**config.mk**
```make
export PLATFORM = sky130hd
export DESIGN_NAME = load_store_unit
export DESIGN_NICKNAME = d
export VERILOG_FILES = /design/src/rtl/load_store_unit.sv
export SDC_FILE = /design/constraint.sdc
export NUM_CORES = 1
export LEC_CHECK = 0
export ABC_AREA = 1
export BUFFER_PORTS_ARGS = -buffer_cell sky130_fd_sc_hd__clkbuf_2
export CAP_MARGIN = 10
export CELL_PAD_IN_SITES_DETAIL_PLACEMENT = 1
export CELL_PAD_IN_SITES_GLOBAL_PLACEMENT = 2
export CORE_MARGIN = 8
export CORE_UTILIZATION = 26
export CTS_CLUSTER_SIZE = 30
export DETAILED_ROUTE_END_ITERATION = 7
export GPL_TIMING_DRIVEN = 0
export PLACE_DENSITY = 0.78
export SETUP_SLACK_MARGIN = 0.3
export SLEW_MARGIN = 10
export SYNTH_ARGS = -nofsm -noshare
export SYNTH_HDL_FRONTEND = slang
export SYNTH_SLANG_ARGS = --single-unit
```
**constraint.sdc**
```tcl
create_clock -name clk -period 1.85 [get_ports clk]
set_input_delay 0.0925 -clock clk [delete_from_list [all_inputs] [get_ports clk]]
set_output_delay 0.0925 -clock clk [all_outputs]
set_load 0.02 [all_outputs]
```
**src/rtl/load_store_unit.sv**
```systemverilog
// Load/store unit: word and byte accesses to a 16-bit data memory.
// Byte stores use a read-modify-write sequence; misaligned word ops error out.
module load_store_unit #(
  parameter int ADDR_W = 8
) (
  input  logic              clk,
  input  logic              rst,
  input  logic              req_valid,
  output logic              req_ready,
  input  logic [1:0]        req_op,
  input  logic [ADDR_W:0]   req_addr,
  input  logic [15:0]       req_wdata,
  output logic              rsp_valid,
  input  logic              rsp_ready,
  output logic [15:0]       rsp_data,
  output logic              rsp_err,
  output logic [ADDR_W-1:0] mem_addr,
  output logic              mem_we,
  output logic [15:0]       mem_wd,
  input  logic [15:0]       mem_rd
);

  typedef enum logic [1:0] {
    IDLE,
    RD_WAIT,
    RMW_WR,
    RESP
  } state_t;

  localparam logic [1:0] OP_LW = 2'b00;
  localparam logic [1:0] OP_SW = 2'b01;
  localparam logic [1:0] OP_SB = 2'b11;

  state_t state, state_nx;

  logic [1:0]        op_q;
  logic [ADDR_W-1:0] addr_q;
  logic              lane_q;
  logic [7:0]        byte_q;
  logic [15:0]       wd_q;

  logic [15:0] data_nx;
  logic        err_nx;
  logic [15:0] wd_nx;
  logic        accept;
  logic        misal;
  logic [7:0]  rd_byte;

  assign rd_byte = lane_q ? mem_rd[15:8] : mem_rd[7:0];
  // Only word ops care about alignment; byte ops use bit 0 as the lane.
  assign misal   = req_addr[0] & ~req_op[1];

  always_comb begin
    state_nx  = state;
    req_ready = 1'b0;
    rsp_valid = 1'b0;
    mem_addr  = addr_q;
    mem_we    = 1'b0;
    mem_wd    = 16'h0000;
    data_nx   = rsp_data;
    err_nx    = rsp_err;
    wd_nx     = wd_q;
    accept    = 1'b0;
    unique case (state)
      IDLE: begin
        mem_addr  = req_addr[ADDR_W:1];
        req_ready = ~rst;
        if (req_valid && !rst) begin
          accept  = 1'b1;
          data_nx = 16'h0000;
          err_nx  = misal;
          if (misal) begin
            state_nx = RESP;
          end else if (req_op == OP_SW) begin
            mem_we   = 1'b1;
            mem_wd   = req_wdata;
            state_nx = RESP;
          end else begin
            state_nx = RD_WAIT;
          end
        end
      end
      RD_WAIT: begin
        if (op_q == OP_SB) begin
          wd_nx    = lane_q ? {byte_q, mem_rd[7:0]}
                            : {mem_rd[15:8], byte_q};
          state_nx = RMW_WR;
        end else begin
          data_nx  = (op_q == OP_LW) ? mem_rd
                                     : {{8{rd_byte[7]}}, rd_byte};
          state_nx = RESP;
        end
      end
      RMW_WR: begin
        mem_we   = ~rst;
        mem_wd   = rst ? 16'h0000 : wd_q;
        state_nx = RESP;
      end
      RESP: begin
        rsp_valid = 1'b1;
        if (rsp_ready) state_nx = IDLE;
      end
    endcase
  end

  always_ff @(posedge clk) begin
    if (rst) begin
      state    <= IDLE;
      rsp_data <= 16'h0000;
      rsp_err  <= 1'b0;
      wd_q     <= 16'h0000;
      op_q     <= 2'b00;
      addr_q   <= '0;
      lane_q   <= 1'b0;
      byte_q   <= 8'h00;
    end else begin
      state    <= state_nx;
      rsp_data <= data_nx;
      rsp_err  <= err_nx;
      wd_q     <= wd_nx;
      if (accept) begin
        op_q   <= req_op;
        addr_q <= req_addr[ADDR_W:1];
        lane_q <= req_addr[0];
        byte_q <= req_wdata[7:0];
      end
    end
  end

endmodule

```
# Yosys cells after proc, flatten, opt, wreduce, memory -nomap -nowiden
# Index checks and enable logic that the tools add are counted.
# classes
addsub,0
n_mul,0
div_mod_pow,0
order_cmp,0
eq_ne,8
shift,0
mux,26
bitwise,3
n_reduce_logical,9
# ops
op,count
two-way mux 16 bit,8
case mux 16 bit (2 select lines),2
two-way mux 8 bit,2
two-way mux 1 bit,8
two-way mux 2 bit,4
case mux 2 bit (4 select lines),1
"equality test 2 bit, second input constant",3
"inequality test 2 bit, second input constant",3
AND reduction 2 bit,3
"equality test 2 x 1 -> 1 bit, second input constant",2
logical NOT 2 bit,2
AND reduction 3 bit,1
inverter 1 bit,2
case mux 1 bit (2 select lines),1
nonzero test 2 bit,1
AND 1 bit,1
logical AND 1 bit,1
logical NOT 1 bit,1
# word_totals
register_bits,54
latchBits,0
ramBits,0
romBits,0
in_bits,47
out_inout_bits,44
wordCells,54
mem_count,0

# Longest topological paths before layout
# depth
word_depth,5
depth_mapped,9
mapped_depth_nobuf,8

# Worst setup path before layout
# OpenSTA, ideal clock, no wires.
# synth_timing
kind,reg2out
start,register state[1]
end,output mem_wd[10]
arrival_ns,1.610
t_required_ns,1.757
slack_ns,0.148
path_stages_with_launch,9
path_buffers,1
cell_sequence,dfxtp_1 > inv_1 > ha_1 > inv_2 > nor2_2 > nand2_2 > or2_1 > buf_4 > o22ai_2
# synth_via
elab_chain_len,2
word_cells_on_any_way,3
classes_between,eq/ne: 1; mux: 1; reduce/logical: 1
# synth_rtl
element,line,text
from (decl),34,"state_t state, state_nx;"
from (signal assigned),117,state <= state_nx;
equality test 2 bit / logical NOT 2 bit (equally long branches),64,unique case (state)
case mux 16 bit (2 select lines) *,64,
to (decl),19,"output logic [15:0] mem_wd,"
# Mark *: on every way between the ends. The rest lies on a longest branch, timed or not.

# Final worst setup path
# layout_timing
start,register state[1]
end,output mem_wd[11]
# The elaborated chain is that of the path after synthesis.

==> flow_metrics.tcl <==
set metrics [dict create \
    vias 3137 \
    slew_headroom 0.516 \
    dieArea_sq_um 14100 \
    rsz0062_at_grt "true" \
    min_period_over_period 1.04 \
    antenna_found_initial 0 \
    syn_nets 449 \
    wl_per_cell_um 16.7 \
    synth_compound_area_frac 0.256 \
    grt_max_degree 18 \
    r2r_slack_ns 0.01 \
    layout.nets 584 \
    die_h_um 119 \
    cp_slowest_cell "dfxtp_2" \
    reg2reg_from "state[1]$_SDFFE_PP0P_" \
    p_int_mw 3.48 \
    endpoint_kind "output port" \
    seqCellArea_sq_um 1090 \
    overflow 0 \
    nFillCells 1268 \
    layout_commonest_cell "nand2_1" \
    p_switching_mw 2.51 \
    wirelength_mm 11.2 \
    worstSetupPathType "reg -> out" \
    root_buffer "clkbuf_8" \
    cts_tree "done" \
    dp.cells 624 \
    power.share.switching 0.419 \
    die_x_um 119 \
    holdPathEnd "byte_q[0]$_SDFFE_PP0P_" \
    hold_viol 0 \
    core_sq_um 10300 \
    fin_cells 670 \
    ys_seq_area_frac 0.394 \
    tns_ns -0.584 \
    row_count 37 \
    outcome "finished with violations" \
    clockPowerShare 0.124 \
    max_freq_mhz 520 \
    layout_common_cells "nand2_1 (73), clkbuf_2 (66), inv_1 (53)" \
    drc 0 \
    synthXorXnorAreaFrac 0 \
    cp.required_ns 1.76 \
    synth_area_leader_cell "dfxtp_1" \
    cts.clk_slew.worst_paths_ns 0.12 \
    clk_latency_ns 0.32 \
    diodes 0 \
    final_cell_area_sq_um 4700 \
    hpwl_mm 7.71 \
    setup_viol 18 \
    synthAdderAreaFrac 0.0182 \
    cap_violations 0 \
    drt_pass1_iterations 6 \
    cts_max_path_buffers 2 \
    pre_cts_ws_ns 0.112 \
    p_seq_frac 0.237 \
    violations "setup timing" \
    ys_warn_count 0 \
    syn_to_final_growth_pct 71.1 \
    synth_top_family_by_area "compound AO/OA/AOI/OAI gates" \
    cpPeakStageDelay_ns 0.35 \
    hold_class "in -> reg" \
    cts_sinks 54 \
    grt_pass1_vias 3512 \
    multi_input_area_sq_um 1830 \
    p_leak_nw 2.06 \
    io_buffers 90 \
    synth-simple-area-share 0.208 \
    worstPathCellList "inv_2 -> ha_4 -> inv_4 -> nor2_4 -> nand2_4 -> or2_4 -> buf_12 -> o22ai_4 -> buf_8" \
    grt_pass1_wl_mm 17.8 \
    track_usage 0.154 \
    drtIter0Drc 73 \
    initial_core_util 0.267 \
    synth_area_leaders "dfxtp_1 (39%), nand2_1 (15%), a21oi_1 (9.5%), inv_1 (7.7%), o21ai_0 (6.0%)" \
    drv_slew 0 \
    vias_per_cell 4.68 \
    worstReg2RegEnd "rsp_data[6]$_SDFFE_PP0P_" \
    tightest_slew_ns 0.725 \
    skew_ns 0.0172 \
    boundaryPins 91 \
    avgSynthCellArea_sq_um 6.90 \
    syn_area_sq_um 2750 \
    irDropWorstVdd_mv 0.777 \
    hp-start "req_wdata[0]" \
    p_per_area_nw_per_um2 1270 \
    gp_congestion 0.787 \
    synthDistinctLibCells 24 \
    antenna_left 0 \
    numCtsBuffers 5 \
    reg2regPathDepth 12 \
    synth_top_area_frac 0.394 \
    fin_ws_ns -0.0727 \
    cts_max_level 2 \
    total_power_mw 5.99 \
    final_util 0.457 \
    synthMuxAreaShare 0 \
    drive_gt1_frac 0.494 \
    fin_crit_ns 1.92 \
    place_area_sq_um 3450 \
    cp.arrival_ns 1.83 \
    whs_ns 0.00361 \
    min_path_cells 3 \
    crit_fanout 5 \
    p_comb_frac 0.640 \
    ys_ff_latch 54 \
    start_kind "register" \
    synth_cells 398 \
]
[logic make-up (layout without fill, tap and decap cells)]
logic type / Yosys count / count (layout)
AOI/OAI and AO/OA: 124 / 124
DFF: 54 / 54
adders and majority gates: 4 / 4
buffers and inverters: 81 / 217
and+or+nand+nor: 135 / 135
[critical path: cells and delay by family (launching register included)]
kind | cells | cell delay (ns)
buffers and inverters | 4 | 0.41
AO/OA/AOI/OAI | 1 | 0.13
AND/OR/NAND/NOR | 3 | 0.47
adder cells (fa/ha/maj) | 1 | 0.15
flip-flops | 1 | 0.35
[what timing repair did]
action                                 CTS  global route
gates cloned                             6             0
setup buffers                           24             9
setup endpoints to repair               65            67
endpoints found under the hold margin    0             0
resized for setup                      151           103
hold buffers                             0             0
pin swaps                               34            21
[worst max-delay path by stage]
stage	from	end	slack [ns]	cells after the start
2_1_floorplan	state[0]$_SDFFE_PP0P_	mem_wd[10]	0.30	8
3_3_place_gp	state[0]$_SDFFE_PP0P_	mem_wd[10]	0.15	9
3_5_place_dp	state[0]$_SDFFE_PP0P_	mem_wd[10]	0.11	9
4_1_cts	state[1]$_SDFFE_PP0P_	mem_wd[13]	-0.05	9
5_1_grt	state[1]$_SDFFE_PP0P_	mem_wd[10]	-0.14	9
6_report	state[1]$_SDFFE_PP0P_	mem_wd[11]	-0.07	9
[area by class of cell]
cell class,instances,area share
repair inverters,1,0.00240
inverters,60,0.0517
clock inverters,2,0.00346
well taps,136,0.0362
multi-input cells,263,0.389
repair buffers,128,0.229
plain buffers,20,0.0391
flip-flops and latches,54,0.231
clock buffers,6,0.0176
[state kept, by name (all words and copies together) (netlist names)]
name and count:
state 2, op_q 2, rsp_err 1, rsp_data 16, wd_q 16, lane_q 1
addr_q 8, byte_q 8
[cells in the mapped netlist, drive strengths merged]
cell / number
ha: 4
or2: 2
buf: 14
clkbuf: 7
nand3: 13
inv: 60
nor2: 3
o21ai: 55
a21oi: 53
nand2: 116
nand3b: 1
dfxtp: 54
o22ai: 16
[power by group through the flow]
stage	clock [mW]	combinational, mW	sequential (mW)
floorplan	0	1.24	1.47
detailed placement	0	1.84	1.42
global placement	0	1.81	1.42
CTS	0.764	3.14	1.40
global route	0.804	4.11	1.43
finish	0.740	3.83	1.42
[metal layers]
metal | share of wire | up-vias | global-route usage
li1 | - | 1557 | -
met2 | 0.52 | 70 | 0.281
met3 | 0.039 | 11 | 0.0314
met1 | 0.43 | 1499 | 0.181
met4 | 0.010 | 0 | 0.0308
met5 | 0 | - | 0
No activity file was read; power rests on OpenSTA's default activity.
